==> src/rtl/jtag_pkg.sv <==
// TAP controller shared types: state encoding, IR width, opcodes.
// Imported by the interface, the IR sub-module and the top.
package jtag_pkg;

  localparam int IR_W = 2;

  localparam logic [IR_W-1:0] OP_EXTEST  = 2'b00;
  localparam logic [IR_W-1:0] OP_BYPASS0 = 2'b01;
  localparam logic [IR_W-1:0] OP_BYPASS1 = 2'b10;
  localparam logic [IR_W-1:0] OP_INTSCAN = 2'b11;

  // Standard 1149.1 state codes
  typedef enum logic [3:0] {
    TLR    = 4'hF,
    RTI    = 4'hC,
    SEL_DR = 4'h7,
    CAP_DR = 4'h6,
    SH_DR  = 4'h2,
    EX1_DR = 4'h1,
    PAU_DR = 4'h3,
    EX2_DR = 4'h0,
    UPD_DR = 4'h5,
    SEL_IR = 4'h4,
    CAP_IR = 4'hE,
    SH_IR  = 4'hA,
    EX1_IR = 4'h9,
    PAU_IR = 4'hB,
    EX2_IR = 4'h8,
    UPD_IR = 4'hD
  } tap_state_t;

endpackage

==> src/rtl/jtag_tap_controller_if.sv <==
// Pin-side bundle of the TAP: TMS/TDI/chain TDOs in, TDO, tdo_en,
// inst and the BSR/ISR capture/shift/update controls out.
interface jtag_tap_controller_if;
  import jtag_pkg::*;

  logic            TMS;
  logic            TDI;
  logic            TDO_BSR;
  logic            TDO_ISR;
  logic            TDO;
  logic            tdo_en;
  logic [IR_W-1:0] inst;
  logic            clockdr_bs;
  logic            shiftdr_bs;
  logic            updatedr_bs;
  logic            clockdr_is;
  logic            shiftdr_is;
  logic            updatedr_is;

  modport master (
    output TMS, TDI, TDO_BSR, TDO_ISR,
    input  TDO, tdo_en, inst,
    input  clockdr_bs, shiftdr_bs, updatedr_bs,
    input  clockdr_is, shiftdr_is, updatedr_is
  );

  modport slave (
    input  TMS, TDI, TDO_BSR, TDO_ISR,
    output TDO, tdo_en, inst,
    output clockdr_bs, shiftdr_bs, updatedr_bs,
    output clockdr_is, shiftdr_is, updatedr_is
  );

endinterface

==> src/rtl/jtag_ir.sv <==
// Instruction register: capture/shift stage plus update (active) stage.
// Ports: clk, rst, tlr/capture/shift/update strobes, tdi in; lsb, inst out.
module jtag_ir
  import jtag_pkg::*;
#(
  parameter logic [IR_W-1:0] RST_VAL = 2'b01,
  parameter logic [IR_W-1:0] CAP_VAL = 2'b01
) (
  input  logic            clk,
  input  logic            rst,
  input  logic            tlr,
  input  logic            capture,
  input  logic            shift,
  input  logic            update,
  input  logic            tdi,
  output logic            lsb,
  output logic [IR_W-1:0] inst
);

  logic [IR_W-1:0] sr;

  // Sitting in Test-Logic-Reset re-applies the reset instruction
  always_ff @(posedge clk or posedge rst) begin
    if (rst) begin
      sr   <= RST_VAL;
      inst <= RST_VAL;
    end else begin
      unique case (1'b1)
        tlr: begin
          sr   <= RST_VAL;
          inst <= RST_VAL;
        end
        capture: sr   <= CAP_VAL;
        shift:   sr   <= {tdi, sr[IR_W-1:1]};
        update:  inst <= sr;
        default: ;
      endcase
    end
  end

  assign lsb = sr[0];

endmodule

==> src/rtl/jtag_tap_controller.sv <==
// 1149.1 TAP FSM, bypass register, chain select and TDO mux.
// Ports: TCLK, TRST (async, active high), jtag pin bundle (slave).
module jtag_tap_controller
  import jtag_pkg::*;
#(
  parameter logic [IR_W-1:0] IR_RESET   = 2'b01,
  parameter logic [IR_W-1:0] IR_CAPTURE = 2'b01
) (
  input  logic                  TCLK,
  input  logic                  TRST,
  jtag_tap_controller_if.slave  jtag
);

  tap_state_t state;
  tap_state_t nxt;

  always_ff @(posedge TCLK or posedge TRST) begin
    if (TRST) state <= TLR;
    else      state <= nxt;
  end

  always_comb begin
    nxt = state;
    unique case (state)
      TLR:    nxt = jtag.TMS ? TLR    : RTI;
      RTI:    if (jtag.TMS) nxt = SEL_DR;
      SEL_DR: nxt = jtag.TMS ? SEL_IR : CAP_DR;
      CAP_DR: nxt = jtag.TMS ? EX1_DR : SH_DR;
      SH_DR:  if (jtag.TMS) nxt = EX1_DR;
      EX1_DR: nxt = jtag.TMS ? UPD_DR : PAU_DR;
      PAU_DR: if (jtag.TMS) nxt = EX2_DR;
      EX2_DR: nxt = jtag.TMS ? UPD_DR : SH_DR;
      UPD_DR: nxt = jtag.TMS ? SEL_DR : RTI;
      SEL_IR: nxt = jtag.TMS ? TLR    : CAP_IR;
      CAP_IR: nxt = jtag.TMS ? EX1_IR : SH_IR;
      SH_IR:  if (jtag.TMS) nxt = EX1_IR;
      EX1_IR: nxt = jtag.TMS ? UPD_IR : PAU_IR;
      PAU_IR: if (jtag.TMS) nxt = EX2_IR;
      EX2_IR: nxt = jtag.TMS ? UPD_IR : SH_IR;
      UPD_IR: nxt = jtag.TMS ? SEL_DR : RTI;
      default: nxt = TLR;
    endcase
  end

  logic st_tlr;
  logic st_cap_dr;
  logic st_sh_dr;
  logic st_upd_dr;
  logic st_cap_ir;
  logic st_sh_ir;
  logic st_upd_ir;

  assign st_tlr    = (state == TLR);
  assign st_cap_dr = (state == CAP_DR);
  assign st_sh_dr  = (state == SH_DR);
  assign st_upd_dr = (state == UPD_DR);
  assign st_cap_ir = (state == CAP_IR);
  assign st_sh_ir  = (state == SH_IR);
  assign st_upd_ir = (state == UPD_IR);

  logic            ir_lsb;
  logic [IR_W-1:0] inst;

  jtag_ir #(
    .RST_VAL (IR_RESET),
    .CAP_VAL (IR_CAPTURE)
  ) u_ir (
    .clk     (TCLK),
    .rst     (TRST),
    .tlr     (st_tlr),
    .capture (st_cap_ir),
    .shift   (st_sh_ir),
    .update  (st_upd_ir),
    .tdi     (jtag.TDI),
    .lsb     (ir_lsb),
    .inst    (inst)
  );

  logic byp;

  always_ff @(posedge TCLK or posedge TRST) begin
    if (TRST)           byp <= 1'b0;
    else if (st_cap_dr) byp <= 1'b0;
    else if (st_sh_dr)  byp <= jtag.TDI;
  end

  logic sel_bs;
  logic sel_is;
  logic dr_clk;

  assign sel_bs = (inst == OP_EXTEST);
  assign sel_is = (inst == OP_INTSCAN);
  assign dr_clk = st_cap_dr | st_sh_dr;

  // Pure decodes of registered state: no TMS path, so no glitches
  assign jtag.clockdr_bs  = sel_bs & dr_clk;
  assign jtag.shiftdr_bs  = sel_bs & st_sh_dr;
  assign jtag.updatedr_bs = sel_bs & st_upd_dr;
  assign jtag.clockdr_is  = sel_is & dr_clk;
  assign jtag.shiftdr_is  = sel_is & st_sh_dr;
  assign jtag.updatedr_is = sel_is & st_upd_dr;

  assign jtag.tdo_en = st_sh_dr | st_sh_ir;
  assign jtag.inst   = inst;

  logic tdo;

  always_comb begin
    tdo = 1'b0;
    unique case (1'b1)
      st_sh_ir:                     tdo = ir_lsb;
      st_sh_dr & sel_bs:            tdo = jtag.TDO_BSR;
      st_sh_dr & sel_is:            tdo = jtag.TDO_ISR;
      st_sh_dr & ~sel_bs & ~sel_is: tdo = byp;
      default:                      tdo = 1'b0;
    endcase
  end

  assign jtag.TDO = tdo;

endmodule

==> src/flat_wrapper.sv <==
// flat-port wrapper written by rule: the top's interface ports become plain ports
module jtag_tap_controller_flat import jtag_pkg::*;
#(
  parameter logic [IR_W-1:0] IR_RESET   = 2'b01,
  parameter logic [IR_W-1:0] IR_CAPTURE = 2'b01
)
  (TCLK, TRST, jtag_TMS, jtag_TDI, jtag_TDO_BSR, jtag_TDO_ISR, jtag_TDO, jtag_tdo_en, jtag_inst, jtag_clockdr_bs, jtag_shiftdr_bs, jtag_updatedr_bs, jtag_clockdr_is, jtag_shiftdr_is, jtag_updatedr_is);
  jtag_tap_controller_if jtag_i ();
  input  logic TCLK;
  input  logic TRST;
  input wire logic [$bits(jtag_i.TMS)-1:0] jtag_TMS;
  input wire logic [$bits(jtag_i.TDI)-1:0] jtag_TDI;
  input wire logic [$bits(jtag_i.TDO_BSR)-1:0] jtag_TDO_BSR;
  input wire logic [$bits(jtag_i.TDO_ISR)-1:0] jtag_TDO_ISR;
  output wire logic [$bits(jtag_i.TDO)-1:0] jtag_TDO;
  output wire logic [$bits(jtag_i.tdo_en)-1:0] jtag_tdo_en;
  output wire logic [$bits(jtag_i.inst)-1:0] jtag_inst;
  output wire logic [$bits(jtag_i.clockdr_bs)-1:0] jtag_clockdr_bs;
  output wire logic [$bits(jtag_i.shiftdr_bs)-1:0] jtag_shiftdr_bs;
  output wire logic [$bits(jtag_i.updatedr_bs)-1:0] jtag_updatedr_bs;
  output wire logic [$bits(jtag_i.clockdr_is)-1:0] jtag_clockdr_is;
  output wire logic [$bits(jtag_i.shiftdr_is)-1:0] jtag_shiftdr_is;
  output wire logic [$bits(jtag_i.updatedr_is)-1:0] jtag_updatedr_is;
  assign jtag_i.TMS = jtag_TMS;
  assign jtag_i.TDI = jtag_TDI;
  assign jtag_i.TDO_BSR = jtag_TDO_BSR;
  assign jtag_i.TDO_ISR = jtag_TDO_ISR;
  assign jtag_TDO = jtag_i.TDO;
  assign jtag_tdo_en = jtag_i.tdo_en;
  assign jtag_inst = jtag_i.inst;
  assign jtag_clockdr_bs = jtag_i.clockdr_bs;
  assign jtag_shiftdr_bs = jtag_i.shiftdr_bs;
  assign jtag_updatedr_bs = jtag_i.updatedr_bs;
  assign jtag_clockdr_is = jtag_i.clockdr_is;
  assign jtag_shiftdr_is = jtag_i.shiftdr_is;
  assign jtag_updatedr_is = jtag_i.updatedr_is;
  jtag_tap_controller #(.IR_RESET(IR_RESET), .IR_CAPTURE(IR_CAPTURE)) u_core (.TCLK(TCLK), .TRST(TRST), .jtag(jtag_i));
endmodule
==> config.mk <==
export PLATFORM = sky130hd
export DESIGN_NAME = jtag_tap_controller_flat
export DESIGN_NICKNAME = d
export VERILOG_FILES = /design/src/rtl/jtag_pkg.sv /design/src/rtl/jtag_tap_controller_if.sv /design/src/rtl/jtag_ir.sv /design/src/rtl/jtag_tap_controller.sv /design/src/flat_wrapper.sv
export SDC_FILE = /design/constraint.sdc
export NUM_CORES = 1
export LEC_CHECK = 0
export CAP_MARGIN = 20
export CORE_AREA = 2 2 42 44
export CTS_CLUSTER_DIAMETER = 150
export DETAILED_ROUTE_END_ITERATION = 6
export DIE_AREA = 0 0 44 46
export GPL_TIMING_DRIVEN = 0
export MAX_ROUTING_LAYER = met4
export PLACE_DENSITY = 0.63
export SETUP_SLACK_MARGIN = 0.05
export SLEW_MARGIN = 5
export SYNTH_ARGS = -nofsm -noshare
export SYNTH_HDL_FRONTEND = slang
export SYNTH_SLANG_ARGS = --single-unit
==> constraint.sdc <==
create_clock -name TCLK -period 3 [get_ports TCLK]
set_clock_uncertainty 0.15 [all_clocks]
set_input_delay 0.3 -clock TCLK [delete_from_list [all_inputs] [get_ports TCLK]]
set_output_delay 0.3 -clock TCLK [all_outputs]
set_load 0.02 [all_outputs]
==> results.json, run 1 <==
{
  "outcome": "finished, final reports clean",
  "finalHoldViolCount": 0,
  "crit_required_ns": 2.55,
  "synth_top_area_cell": "dfstp_2",
  "arrival_ns": 2.07,
  "antenna_found_initial": 0,
  "finalMaxSlewViolations": 0,
  "diodes": 0,
  "yosysWarnings": 0,
  "fp.dieH_um": 46,
  "place_hpwl_um": 964,
  "post-route-min-period_ns": 2.52,
  "tightestPinTransition_ns": 0.352,
  "start_kind": "flip-flop",
  "final_common_cell": "clkdlybuf4s50_1",
  "final.fill_count": 138,
  "core_area_sq_um": 1610,
  "grt_pass1_vias": 463,
  "place_inst": 100,
  "cts_num_sinks": 9,
  "synthTopCellsByArea": "dfstp_2 (27%), dfrtp_1 (13%), nand2_1 (5.7%)",
  "syn_to_final_growth_pct": 33.4,
  "cts_tree": "done",
  "cap_violations": 0,
  "cts-root-buf": "clkbuf_4",
  "cts_hold_buffers": 0,
  "die_area_sq_um": 2020,
  "clkLatencyLatePin_ns": 0.26,
  "gp_congestion": 0.831,
  "drive_above_1_share_pct": 21.8,
  "firstDrtPassIters": 5,
  "rsz0062_at_grt": "no",
  "hold_path_class": "in2async",
  "num_vias": 544,
  "ys_seq_area_share_pct": 39.3,
  "viasPerCell": 5.23,
  "synth.net_count": 74,
  "ys_types": 30,
  "cts-buffers-inserted": 3,
  "rrSetupSlack_ns": 1.52,
  "placed_area_sq_um": 763,
  "post-route-period-util_pct": 83.8,
  "clock.fmax_mhz": 398,
  "synth_area_sq_um": 592,
  "dr.first_iter.drc_count": 14,
  "ant_nets": 0,
  "routed_wl_um": 1270,
  "finalSetupViolCount": 0,
  "crit_path_end_kind": "output port",
  "port_buffers": 15,
  "cts-htree-levels": 1,
  "crit-reg2reg-launch": "u_core.state[2]",
  "stdcell_count": 104,
  "stdcell_area_sq_um": 790,
  "synthCells": 68,
  "final_cell_mix": "clkdlybuf4s50_1 (15), nand2_1 (9), nor2_1 (7)",
  "drcViolationCount": 0,
  "maxSlewHeadroom_pct": 75.9,
  "initial_utilization_pct": 36.7,
  "grt_pass1_wl_um": 1990,
  "p_leak_nw": 0.317,
  "crit_type": "reg2out",
  "syn_avg_cell_area_sq_um": 8.70,
  "worst-r2r-cell-count": 4,
  "rows": 15,
  "timing.setup.tns_ns": 0,
  "ys_seq_elements": 9,
  "cp_max_fo": 10,
  "yosys.area.top_type_share_pct": 26.6,
  "grt_use_total_pct": 14.2,
  "post_cts_buffers": 0,
  "max-vdd-ir-drop_uv": 403,
  "p_per_area_nw_per_um2": 988,
  "io_pins": 16,
  "grt-ovfl-total": 0,
  "wl_per_cell_um": 12.2,
  "grt_max_degree": 11,
  "post_cts_resized": 0,
  "max-clock-path-buffers": 2,
  "final_net_count": 94,
  "timing.rr.end": "u_core.state[1]",
  "clkTransAtPathRegs_ns": 0.06,
  "die_w_um": 44
}
synthesized netlist by cell type:
library cell  n
nand2_1       9
nor2_1        7
dfstp_2       6
inv_1         5
a21oi_1       4
nor2b_1       4
o21ai_0       4
dfrtp_1       3
nand2b_1      3
buf_4         2
nand3_1       2
a2111oi_0     1
a2111oi_1     1
a22o_1        1
a311o_2       1
a31o_2        1
buf_2         1
buf_6         1
mux2_2        1
mux2i_1       1
nand3_2       1
nand3b_1      1
nor3_1        1
nor3_2        1
nor3b_1       1
o21ai_1       1
o22ai_1       1
o2bb2a_4      1
or3_1         1
or3b_1        1
power breakdown:
group / switching (W) / leakage [nW] / internal [W]
sequential: 0.0000579 / 0.102 / 0.000205
combinational: 0.000223 / 0.199 / 0.000200
clock: 0.0000431 / 0.0150 / 0.0000513
worst max-delay path, cell delays in order (launching register included):
cell	delay (ns)
dfstp_2	0.59
buf_6	0.16
nand3_2	0.11
a2111oi_1	0.27
clkdlybuf4s50_1	0.67
metrics by stage:
stage,setup WS [ns],power (W),util [%],hold WS (ns)
2_1_floorplan,0.974,0.000562,-,-0.0264
3_3_place_gp,0.597,0.000681,47.3,0.347
5_1_grt,0.347,0.000842,48.9,0.189
6_report,0.485,0.000780,48.9,0.160
4_1_cts,0.478,0.000781,48.9,0.182
3_5_place_dp,0.638,0.000686,47.3,0.356
worst max-delay path by stage:
stage | cells after the start | from | endpoint
global route | 4 | u_core.state[1] | jtag_TDO
detailed placement | 5 | jtag_TDO_BSR | jtag_TDO
finish | 4 | u_core.state[1] | jtag_TDO
floorplan | 3 | u_core.state[1] | jtag_TDO
global placement | 5 | jtag_TDO_BSR | jtag_TDO
CTS | 4 | u_core.state[1] | jtag_TDO
flip-flops by register name (all words and copies together) (netlist names):
| signal | count |
|---|---|
| u_core.byp | 1 |
| u_core.state | 4 |
| u_core.u_ir.inst | 2 |
| u_core.u_ir.sr | 2 |
routing by layer:
layer	vias to the layer above	wire length, um	GRT usage [%]
met5	-	0	-
met4	0	33	11.5
met3	4	73	1.19
met2	19	559	22.1
met1	247	600	16.9
li1	274	-	-
cell families after synthesis:
group	share of synthesized area (%)
buffers and inverters	8.46
DFF	39.3
and+or+nand+nor	28.5
muxes	3.59
AOI/OAI and AO/OA	20.1
layout make-up:
class,count,area (sq um),area share (%)
Clock buffer,4,26.3,3.33
Buffer,4,31.3,3.96
Timing Repair Buffer,15,150,19.0
Inverter,5,18.8,2.38
Multi-Input combinational cell,50,309,39.1
Tap cell,17,21.3,2.69
Sequential cell,9,233,29.5
No activity file was read; power rests on OpenSTA's default activity.
==> run 2, diff against run 1 <==
==> constraint.sdc (replaced) <==
create_clock -name TCLK -period 2.55 [get_ports TCLK]
set_clock_uncertainty 0.15 [all_clocks]
set_input_delay 0.255 -clock TCLK [delete_from_list [all_inputs] [get_ports TCLK]]
set_output_delay 0.255 -clock TCLK [all_outputs]
set_load 0.02 [all_outputs]
==> run 2 against run 1 <==
Non-clock buffer count unchanged. Routed wire length up 0.24%. Power up 18%. Utilization up 0.16 points. Flip-flop and latch count unchanged. Critical path type unchanged.
==> results.json, run 2 (synthesis results as in run 1) <==
{
  "final_common_cell": "clkdlybuf4s50_1",
  "worst-r2r-cell-count": 4,
  "max_stage_delay_ns": 0.61,
  "rrSetupSlack_ns": 1.07,
  "max-vdd-ir-drop_uv": 474,
  "cts-htree-levels": 1,
  "grt_use_total_pct": 14.2,
  "clkTransAtPathRegs_ns": 0.06,
  "crit_path_end_kind": "output port",
  "post-route-min-period_ns": 2.35,
  "io_pins": 16,
  "rsz0062_at_grt": "no",
  "dr.first_iter.drc_count": 14,
  "critPathTopFamily": "buffers and inverters",
  "top_regs": "u_core.state (4), u_core.u_ir.inst (2), u_core.u_ir.sr (2)",
  "firstDrtPassIters": 5,
  "top_register": "u_core.state",
  "crit_type": "reg2out",
  "fp.dieH_um": 46,
  "placed_area_sq_um": 763,
  "cp_max_fo": 10,
  "grt_pass1_vias": 463,
  "preCtsSetupSlack_ns": 0.278,
  "ant_nets": 0,
  "start_kind": "flip-flop",
  "crit_end": "jtag_updatedr_bs",
  "die_area_sq_um": 2020,
  "place_hpwl_um": 964,
  "clkLatencyLatePin_ns": 0.26,
  "crit_path_start": "u_core.state[3]",
  "cp.depth": 4,
  "cap_violations": 0,
  "initial_utilization_pct": 36.7,
  "hold_ws_ns": 0.115,
  "max-clock-path-buffers": 2,
  "path_cells": "buf_4 -> or3_1 -> nor3_2 -> clkdlybuf4s50_1",
  "viasPerCell": 5.23,
  "antenna_found_initial": 0,
  "die_w_um": 44,
  "drive_above_1_share_pct": 21.8,
  "path_buf_inv": 2,
  "post-route-period-util_pct": 92.2,
  "worst_slack_ns": 0.198,
  "wl_per_cell_um": 12.2,
  "cp_slowest_cell": "clkdlybuf4s50_1",
  "timing.rr.end": "u_core.state[1]",
  "stdcell_area_sq_um": 792,
  "cts-buffers-inserted": 3,
  "crit-reg2reg-launch": "u_core.state[2]",
  "hold_path_class": "in2async",
  "largest_reg_flops": 4,
  "grt_max_degree": 11,
  "tightestPinTransition_ns": 0.352,
  "port_buffers": 15,
  "outcome": "finished, final reports clean",
  "cts_num_sinks": 9,
  "maxSlewHeadroom_pct": 75.9,
  "final_net_count": 94,
  "arrival_ns": 1.95,
  "num_vias": 544,
  "grt-ovfl-total": 0,
  "diodes": 0,
  "syn_to_final_growth_pct": 33.8,
  "p_leak_nw": 0.334,
  "gp_congestion": 0.831,
  "finalMaxSlewViolations": 0,
  "finalHoldViolCount": 0,
  "crit_required_ns": 2.14,
  "cts_tree": "done",
  "final_cell_mix": "clkdlybuf4s50_1 (14), nand2_1 (9), nor2_1 (7)",
  "timing.setup.tns_ns": 0,
  "grt_pass1_wl_um": 1990,
  "core_area_sq_um": 1610,
  "finalSetupViolCount": 0,
  "rows": 15,
  "drcViolationCount": 0,
  "clock.fmax_mhz": 425,
  "routed_wl_um": 1270,
  "p_per_area_nw_per_um2": 1160,
  "cts-root-buf": "clkbuf_4"
}
## run 2: metrics by stage
step | cells | power (W) | util, %
3_5_place_dp | 100 | 0.000807 | 47.3
4_1_cts | 104 | 0.000918 | 48.9
5_1_grt | 104 | 0.000989 | 49.1
2_1_floorplan | 68 | 0.000661 | -
6_report | 104 | 0.000917 | 49.1
3_3_place_gp | 100 | 0.000801 | 47.3
## run 2: metal layers
| layer | GRT usage, % | vias to the layer above | routed length (um) |
|---|---|---|---|
| met5 | - | - | 0 |
| met4 | 11.5 | 0 | 33 |
| met1 | 16.9 | 247 | 600 |
| met2 | 22.1 | 19 | 560 |
| met3 | 1.19 | 4 | 75 |
| li1 | - | 274 | - |
## run 2: worst min-delay path by stage
| stage | startpoint | cells past startpoint | endpoint |
|---|---|---|---|
| global placement | u_core.u_ir.inst[0] | 2 | u_core.u_ir.inst[0] |
| floorplan | TRST | 1 | u_core.byp |
| CTS | TRST | 2 | u_core.u_ir.inst[1] |
| global route | TRST | 2 | u_core.u_ir.sr[1] |
| detailed placement | u_core.u_ir.inst[0] | 2 | u_core.u_ir.inst[0] |
| finish | TRST | 2 | u_core.u_ir.sr[1] |
## run 2: power by group
| group | leakage [nW] | total, W | internal, W | switching [W] |
|---|---|---|---|---|
| Sequential | 0.102 | 0.000309 | 0.000241 | 0.0000681 |
| Clock | 0.0150 | 0.000111 | 0.0000604 | 0.0000507 |
| Combinational | 0.217 | 0.000497 | 0.000234 | 0.000263 |
## run 2: layout make-up
cell class	count	area, sq um
Fill cell	138	822
Multi-Input combinational cell	50	309
Sequential cell	9	233
Timing Repair Buffer	15	153
Buffer	4	31.3
Clock buffer	4	26.3
Tap cell	17	21.3
Inverter	5	18.8
## run 2: repair_timing
action                     in CTS  in global routing
gates resized for setup         0                  1
hold buffers                    0                  0
hold endpoints to repair        0                  0
setup buffers                   0                  0
setup endpoints to repair       0                  1
==> run 3, diff against run 2 <==
--- a/config.mk
+++ b/config.mk
@@ -5,14 +5,15 @@
 export SDC_FILE = /design/constraint.sdc
 export NUM_CORES = 1
 export LEC_CHECK = 0
+export ABC_AREA = 1
 export CAP_MARGIN = 20
-export CORE_AREA = 2 2 42 44
+export CORE_AREA = 2 2 44 46
 export CTS_CLUSTER_DIAMETER = 150
 export DETAILED_ROUTE_END_ITERATION = 6
-export DIE_AREA = 0 0 44 46
+export DIE_AREA = 0 0 46 48
 export GPL_TIMING_DRIVEN = 0
 export MAX_ROUTING_LAYER = met4
-export PLACE_DENSITY = 0.63
+export PLACE_DENSITY = 0.62
 export SETUP_SLACK_MARGIN = 0.05
 export SLEW_MARGIN = 5
 export SYNTH_ARGS = -nofsm -noshare
==> run 3 against run 2 <==
Power is 15% higher. Cell area is 7.1% higher. Flip-flop and latch count stayed put. Combinational power is 23% higher. Global-route usage is 4.6 points higher. Synthesized cell count is 57% higher. Worst hold slack worse by 0.021 ns. Clock power hardly changed. Critical endpoint is now jtag_shiftdr_is. Die area is 9.1% higher. Critical path type unchanged. Highest routed layer unchanged.
==> results.json, run 3 <==
{
  "final_common_cell": "nand2_1",
  "max_stage_delay_ns": 0.61,
  "yosysWarnings": 0,
  "ant_nets": 0,
  "crit-reg2reg-launch": "u_core.state[1]",
  "p_leak_nw": 0.436,
  "max-vdd-ir-drop_uv": 629,
  "grt_max_degree": 11,
  "arrival_ns": 1.98,
  "start_kind": "flip-flop",
  "syn_to_final_growth_pct": 30.1,
  "top_register": "u_core.state",
  "post_cts_buffers": 0,
  "initial_utilization_pct": 38.6,
  "grt_pass1_vias": 614,
  "cts-root-buf": "clkbuf_4",
  "crit_type": "reg2out",
  "ys_seq_elements": 9,
  "crit_path_end_kind": "output port",
  "yosys.area.top_type_share_pct": 24.2,
  "drcViolationCount": 0,
  "cts_tree": "done",
  "largest_reg_flops": 4,
  "hold_path_class": "in2async",
  "die_area_sq_um": 2210,
  "num_vias": 705,
  "core_area_sq_um": 1690,
  "finalHoldViolCount": 0,
  "gp_congestion": 0.886,
  "diodes": 0,
  "fp.dieH_um": 48,
  "final_cell_mix": "nand2_1 (36), nor2_1 (17), inv_1 (16)",
  "antenna_found_initial": 0,
  "die_w_um": 46,
  "grt_use_total_pct": 18.9,
  "tightestPinTransition_ns": 0.355,
  "finalSetupViolCount": 0,
  "grt-ovfl-total": 0,
  "power.total_w": 0.00106,
  "synth.net_count": 113,
  "synthCells": 107,
  "wl_per_cell_um": 11.3,
  "yosys-top-cells-count": "nand2_1 (36), nor2_1 (17), inv_1 (16), nand3_1 (9), o21ai_0 (8)",
  "timing.setup.tns_ns": 0,
  "routed_wl_um": 1610,
  "cap_violations": 0,
  "ys_seq_area_share_pct": 35.7,
  "ys.flop_type": "dfstp_2",
  "synthTopCellsByArea": "dfstp_2 (24%), nand2_1 (21%), dfrtp_1 (12%)",
  "max-clock-path-buffers": 2,
  "cts-buffers-inserted": 3,
  "post-route-min-period_ns": 2.39,
  "final_net_count": 133,
  "outcome": "finished, final reports clean",
  "synth_top_area_cell": "dfstp_2",
  "cts-htree-levels": 1,
  "path_cells": "buf_4 -> inv_1 -> nor2_4 -> nand2_2 -> nor2_2 -> clkdlybuf4s50_1",
  "maxSlewHeadroom_pct": 76.3,
  "top_regs": "u_core.state (4), u_core.u_ir.inst (2), u_core.u_ir.sr (2)",
  "post_cts_resized": 1,
  "drive_above_1_share_pct": 14.3,
  "finalMaxSlewViolations": 0,
  "cp_max_fo": 10,
  "cp_slowest_cell": "clkdlybuf4s50_1",
  "firstDrtPassIters": 4,
  "synth_area_sq_um": 652,
  "viasPerCell": 4.93,
  "crit_required_ns": 2.14,
  "synth_edf_count": 0,
  "clkTransAtPathRegs_ns": 0.07,
  "ys_types": 13,
  "post-route-period-util_pct": 93.6,
  "cts_num_sinks": 9,
  "p_per_area_nw_per_um2": 1250,
  "port_buffers": 15,
  "crit_path_start": "u_core.state[1]",
  "critPathTopFamily": "buffers and inverters",
  "path_buf_inv": 3,
  "clkLatencyLatePin_ns": 0.27,
  "place_hpwl_um": 1290,
  "async_reset_ff_share_pct": 100,
  "cts_hold_buffers": 0,
  "io_pins": 16,
  "clock.fmax_mhz": 419,
  "grt_pass1_wl_um": 2690,
  "dr.first_iter.drc_count": 12,
  "synth.most_common_cell": "nand2_1",
  "syn_avg_cell_area_sq_um": 6.09,
  "rsz0062_at_grt": "no",
  "rows": 15
}
-- run 3: changes by cell type in the layout (fill, tap and decap cells not counted), moves of 2 or more --
| cell | before | now |
|---|---|---|
| nand2_1 | 9 | 36 |
| inv_1 | 5 | 16 |
| nor2_1 | 7 | 17 |
| nand3_1 | 2 | 9 |
| a21oi_1 | 4 | 0 |
| nor2b_1 | 4 | 0 |
| o21ai_0 | 4 | 8 |
| nand2_2 | 0 | 3 |
| nand2b_1 | 3 | 0 |
| nor2_2 | 0 | 3 |
| o21ai_1 | 1 | 3 |
-- run 3: metal layers --
| layer | part of all wire, % | vias up | global-route usage (%) |
|---|---|---|---|
| met5 | 0 | - | - |
| met2 | 45 | 19 | 25.3 |
| met1 | 49 | 318 | 25.0 |
| met4 | 1.9 | 0 | 10.3 |
| met3 | 4.5 | 4 | 5.66 |
| li1 | - | 364 | - |
-- run 3: logic make-up after synthesis --
kind of cell    Yosys count  synth area share [%]
buf+inv                  18                  10.9
compound gates           11                  8.44
flops                     9                  35.7
simple gates             69                  44.9
-- run 3: final cells by class --
class	count	area, sq um
Buffer	1	7.51
Fill cell	186	841
Tap cell	17	21.3
Clock buffer	4	26.3
Inverter	17	63.8
Sequential cell	9	233
Multi-Input combinational cell	80	348
Timing Repair Buffer	15	149
-- run 3: report_power, final --
group	total, W	internal, W	switching, W
clock	0.000114	0.0000604	0.0000538
combinational	0.000612	0.000225	0.000387
sequential	0.000331	0.000251	0.0000792
total	0.00106	0.000537	0.000520
-- run 3: through the flow --
stage | util (%) | hold WS (ns) | area [sq um] | cells | setup WS (ns)
floorplan | - | -0.0714 | 652 | 107 | 0.753
global placement | 48.7 | 0.333 | 823 | 139 | 0.290
detailed placement | 48.7 | 0.337 | 823 | 139 | 0.286
CTS | 50.2 | 0.102 | 848 | 143 | 0.152
global route | 50.2 | 0.141 | 848 | 143 | 0.0654
finish | 50.2 | 0.0941 | 848 | 143 | 0.164
-- run 3: worst register-to-register path, delay by kind of cell (launching register included) --
| kind | cells | cell delay [ns] |
|---|---|---|
| AOI/OAI and AO/OA | 2 | 0.24 |
| buffers and inverters | 2 | 0.27 |
| DFF | 1 | 0.51 |
| and+or+nand+nor | 2 | 0.25 |
-- run 3: path summary, 6_finish.rpt --
kind | cells past startpoint | slack, ns | endpoint
worst min-delay path | 2 | 0.09 | u_core.u_ir.sr[1]
worst min register to register | 2 | 0.35 | u_core.byp
worst max-delay path | 6 | 0.16 | jtag_shiftdr_is
min in group TCLK | 2 | 0.35 | u_core.byp
worst max register to register | 6 | 1.06 | u_core.u_ir.sr[0]
max in group asynchronous | 2 | 1.84 | u_core.state[2]
